File: config.mk
export PLATFORM = sky130hd
export DESIGN_NAME = mux_n_1_reg
export DESIGN_NICKNAME = d
export VERILOG_FILES = /design/src/rtl/mux_n_1_reg.sv
export SDC_FILE = /design/constraint.sdc
export NUM_CORES = 1
export LEC_CHECK = 0
export ABC_AREA = 1
export CAP_MARGIN = 5
export CORE_MARGIN = 10
export CORE_UTILIZATION = 40
export DETAILED_ROUTE_END_ITERATION = 16
export GPL_TIMING_DRIVEN = 0
export PLACE_DENSITY = 0.77
export SYNTH_ARGS = -nofsm -noshare
export SYNTH_HDL_FRONTEND = slang
export SYNTH_SLANG_ARGS = --single-unit
File: constraint.sdc
create_clock -name clk -period 3.2 [get_ports clk]
set_input_delay 0.96 -clock clk [delete_from_list [all_inputs] [get_ports clk]]
set_output_delay 0.96 -clock clk [all_outputs]
set_load 0.03 [all_outputs]
File: src/rtl/mux_n_1_reg.sv
// Registered N:1 channel mux. Mode 0 picks the channel on Sel; Mode 1 grants the
// valid channels round-robin, starting from the stored pointer.

module mux_n_1_reg_lane #(
  parameter int SEL_W = 2,
  parameter int IDX   = 0
) (
  input  logic [SEL_W-1:0] sel,
  input  logic [SEL_W-1:0] ptr,
  output logic             sel_hit,
  output logic             at_ptr
);
  localparam logic [SEL_W-1:0] ID = SEL_W'(IDX);

  assign sel_hit = (sel == ID);
  assign at_ptr  = (ptr == ID);
endmodule

module mux_n_1_reg #(
  parameter int WIDTH = 32,
  parameter int CH    = 4,
  parameter int SEL_W = 2
) (
  input  logic                clk,
  input  logic                rst,
  input  logic [CH*WIDTH-1:0] In,
  input  logic [CH-1:0]       In_Valid,
  input  logic [SEL_W-1:0]    Sel,
  input  logic                Mode,
  input  logic                En,
  output logic [WIDTH-1:0]    O,
  output logic                O_Valid,
  output logic [SEL_W-1:0]    O_Ch
);
  logic [CH-1:0][WIDTH-1:0] ch_data;
  logic [CH-1:0]            sel_hot, at_ptr, mask, hi, hi_hot, lo_hot, rr_hot;
  logic [SEL_W-1:0]         ptr, ptr_nxt, rr_k;
  logic [WIDTH-1:0]         sel_data, rr_data;
  logic                     sel_ok, sel_vld, rr_any, seen;

  assign ch_data = In;

  for (genvar g = 0; g < CH; g++) begin : g_lane
    mux_n_1_reg_lane #(.SEL_W(SEL_W), .IDX(g)) u_lane (
      .sel    (Sel),
      .ptr    (ptr),
      .sel_hit(sel_hot[g]),
      .at_ptr (at_ptr[g])
    );
  end

  // Round-robin as two priority passes: lowest valid channel at or above ptr,
  // else wrap to the lowest valid channel overall.
  always_comb begin
    seen = 1'b0;
    mask = '0;
    for (int k = 0; k < CH; k++) begin
      seen    = seen | at_ptr[k];
      mask[k] = seen;
    end
    hi      = In_Valid & mask;
    hi_hot  = hi & (~hi + CH'(1));
    lo_hot  = In_Valid & (~In_Valid + CH'(1));
    rr_hot  = (|hi) ? hi_hot : lo_hot;
    rr_any  = |In_Valid;
    rr_k    = '0;
    rr_data = '0;
    sel_data = '0;
    for (int k = 0; k < CH; k++) begin
      if (rr_hot[k])  rr_k     = rr_k | SEL_W'(k);
      if (rr_hot[k])  rr_data  = rr_data | ch_data[k];
      if (sel_hot[k]) sel_data = sel_data | ch_data[k];
    end
    sel_ok  = |sel_hot;
    sel_vld = |(sel_hot & In_Valid);
    ptr_nxt = rr_hot[CH-1] ? '0 : rr_k + SEL_W'(1);
  end

  always_ff @(posedge clk) begin
    if (rst) begin
      O       <= '0;
      O_Valid <= 1'b0;
      O_Ch    <= '0;
      ptr     <= '0;
    end else if (En) begin
      if (!Mode) begin
        // Out-of-range Sel (non power-of-2 CH) yields an empty beat.
        O       <= sel_ok ? sel_data : '0;
        O_Valid <= sel_vld;
        O_Ch    <= sel_ok ? Sel : '0;
      end else if (rr_any) begin
        O       <= rr_data;
        O_Valid <= 1'b1;
        O_Ch    <= rr_k;
        ptr     <= ptr_nxt;
      end else begin
        O_Valid <= 1'b0;
      end
    end
  end
endmodule

==> qor.csv <==
stage,metric,value,unit
run_status,status,"complete, no violations",
synth,area share of xor/xnor cells in the synthesized design,0,%
synth,Netlist cell types,24,
synth,Mapped Area,0.00391,mm²
route,Via density,5.76,
cts,Post-CTS Setup Inserts,0,
grt,largest net degree at the start of global routing,11,
synth,mux cell area share after synthesis,0,%
cells_and_area,share of layout cells above drive strength 1,9.27,%
cells_and_area,final core occ,60.6,%
cts,hold-fix buffers at CTS,0,
setup_path,reg2reg start,ptr[1],
setup_path,WS Path Type,input pin to flop,
synth,Adder-Cell Fraction of Synth Area,0,%
synth,post-synthesis sequential area ratio,19.0,%
setup_path,"Largest delay share family, worst path",buffers and inverters,
power,Pwr Density,302,mW/mm²
cts,cts bufs inserted,5,
cts,CTS root buffer,clkbuf_8,
setup_path,Critical Path Source Type,input pin,
grt,global-route wire length before repair,31.9,mm
flow_run,Max Cap Violations,0,
setup_path,Slowest Stage Delay on Critical Path,0.50,ns
cells_and_area,sequential cell area,741,µm²
cts,H-tree lvl count,2,
route,Detail Route Antenna Nets,0,
cts,CTS tree,done,
sta,final setup margin,0.484,ns
synth,average cell area after synthesis,5.44,µm²
sta,final hold vios,0,
cells_and_area,Multi-input gate area,0.00281,mm²
route,starting DRC count in detailed routing,755,
setup_path,crit path cell chain,"clkdlybuf4s50_1, nor2_1, nand3_1, o21ai_2, inv_2, buf_2, o21a_1, nand2_1, a21oi_2",
cts,clk sinks,37,
cts,Worst-path clk slew,0.08,ns
grt,initial antenna violation count,0,
sta,Slew headroom,45.9,%
route,vias,5924,
power,P_leak,2.50,nW
cells_and_area,Fill cells,1031,
synth,Synthesis Warnings,0,
cells_and_area,ant diodes,0,
synth,simple logic cell fraction of the synthesized area,58.0,%
sta,Tmin final,2.72,ns
floorplan,initial core utilization,40.6,%
cells_and_area,"commonest non-fill, non-tap cell in the layout",nand2_1,
floorplan,I/O Pins,173,
synth,Yosys reg bits,37,
setup_path,peak fanout along the critical path,10,
cts,Worst-Skew Late Latency,0.31,ns
floorplan,core area,0.00964,mm²
sta,Fmax,368,MHz
route,DRC,0,
sta,Final setup viols,0,
route,WL/cell,20.3,µm
synth,largest family of logic cells by synthesized area,simple AND/OR/NAND/NOR gates,
floorplan,Die Y,119,µm
setup_path,critical path launch point,In_Valid[0],
cells_and_area,"Area growth, synth to finish",49.3,%
placement,Port Buffers,168,
floorplan,Die ar.,0.0141,mm²
route,DRT Pass-1 Iters,7,
synth,Mapped Nets,857,
route,final wirelength,20.9,mm
setup_path,Crit path required time,3.37,ns
synth,Synth Area in Compound Gates,13.7,%
power,maximum vdd drop,0.182,mV
min_path,hold_sp,O[28],
min_path,worst hold path type,flop to flop,
placement,Area after DPL,0.00576,mm²
floorplan,Die Width,119,µm
sta,clk_skew,0.00507,ns
placement,Place WS,0.215,ns
sta,Worst-Margin Slew,0.812,ns
cells_and_area,Finished Layout Cells,1028,
grt,Tot GR Track Use,27.9,%
sta,sum of negative setup slack,0,ns
sta,RSZ-0062 raised after global routing,false,
placement,Cells after DPL,1020,
sta,fin crit share,84.9,%
setup_path,CP Capture Type,flop,
placement,placer congestion estimate,0.927,
grt,"Remaining Overflow, GRT",0,
cells_and_area,"commonest cells after routing, fill and taps aside","nand2_1, clkdlybuf4s50_1, nand3_1",
cells_and_area,post-route cell area,0.00584,mm²
placement,DP Wirelength,15.2,mm
setup_path,slowest CP cell,clkdlybuf4s50_1,
sta,Final Max Slew Viols,0,
cells_and_area,Nets,1032,
cts,post_cts resized,0,
floorplan,num rows,36,
synth,cells after synthesis,719,
setup_path,CP Buf/Inv Count,3,
cts,Longest Clk Path Bufs,2,
setup_path,CP Data Arrival Time,2.89,ns
grt,number of global-route vias before repair,5718,
-- worst register-to-register path, delay by kind of cell, from the launching register on --
kind / cells / cell delay [ns]
buffers and inverters: 1 / 0.38
DFF: 1 / 0.40
and+or+nand+nor: 6 / 0.48
AOI/OAI and AO/OA: 2 / 0.44
-- metal layers --
metal,global-route usage [%],wire [µm],vias to the layer above
met5,0,0,-
met4,10.2,656,0
met3,7.70,2460,76
met2,45.3,9520,492
met1,34.5,8210,2640
li1,-,-,2716
-- layout make-up --
| cell class | count | area share, % |
|---|---|---|
| flip-flops and latches | 37 | 12.7 |
| multi-input cells | 607 | 48.1 |
| plain buffers | 56 | 4.99 |
| clock buffers | 8 | 1.37 |
| well taps | 133 | 2.85 |
| inverters | 19 | 1.22 |
| repair buffers | 168 | 28.8 |
-- sequential cells by signal, indices dropped and copies added, names as in the netlist --
name / flops
O_Ch: 2
O_Valid: 1
O: 32
ptr: 2
-- power breakdown --
| part | switching (W) | leakage [nW] | internal, W | total, W |
|---|---|---|---|---|
| sequential | 0.0000203 | 0.305 | 0.000497 | 0.000518 |
| clock | 0.000196 | 0.0395 | 0.000155 | 0.000351 |
| combinational | 0.000521 | 2.16 | 0.000374 | 0.000895 |
| total | 0.000737 | 2.50 | 0.00103 | 0.00176 |
-- cells in the mapped netlist (all sizes together) --
| library cell | n | area share, % |
|---|---|---|
| o211ai | 1 | 0.19 |
| nand2 | 305 | 30 |
| buf | 39 | 5.8 |
| nor2 | 68 | 6.8 |
| o21a | 14 | 2.7 |
| dfxtp | 37 | 19 |
| nand4 | 28 | 4.5 |
| o31ai | 2 | 0.74 |
| clkbuf | 17 | 1.6 |
| inv | 19 | 1.8 |
| o21ai | 7 | 0.99 |
| a21oi | 48 | 9.1 |
| nand3 | 134 | 17 |
-- cells by family (layout without fill, tap and decap cells) --
family | Yosys count | in the layout
and+or+nand+nor | 535 | 535
buffers and inverters | 75 | 251
AOI/OAI and AO/OA | 72 | 72
DFF | 37 | 37
-- stage by stage --
stage	total power, W	hold slack (ns)
floorplan	0.000988	0.532
global placement	0.00138	0.454
detailed placement	0.00140	0.458
CTS	0.00175	0.471
global route	0.00185	0.484
finish	0.00176	0.468
-- final timing paths --
kind         endpoint  slack (ns)  cells after the start
max             O[26]        0.48                      9
min             O[28]        0.47                      2
max reg2reg     O[15]        1.45                      9
min reg2reg     O[28]        0.47                      2
Note: power is estimated with default switching activity, not from simulation.
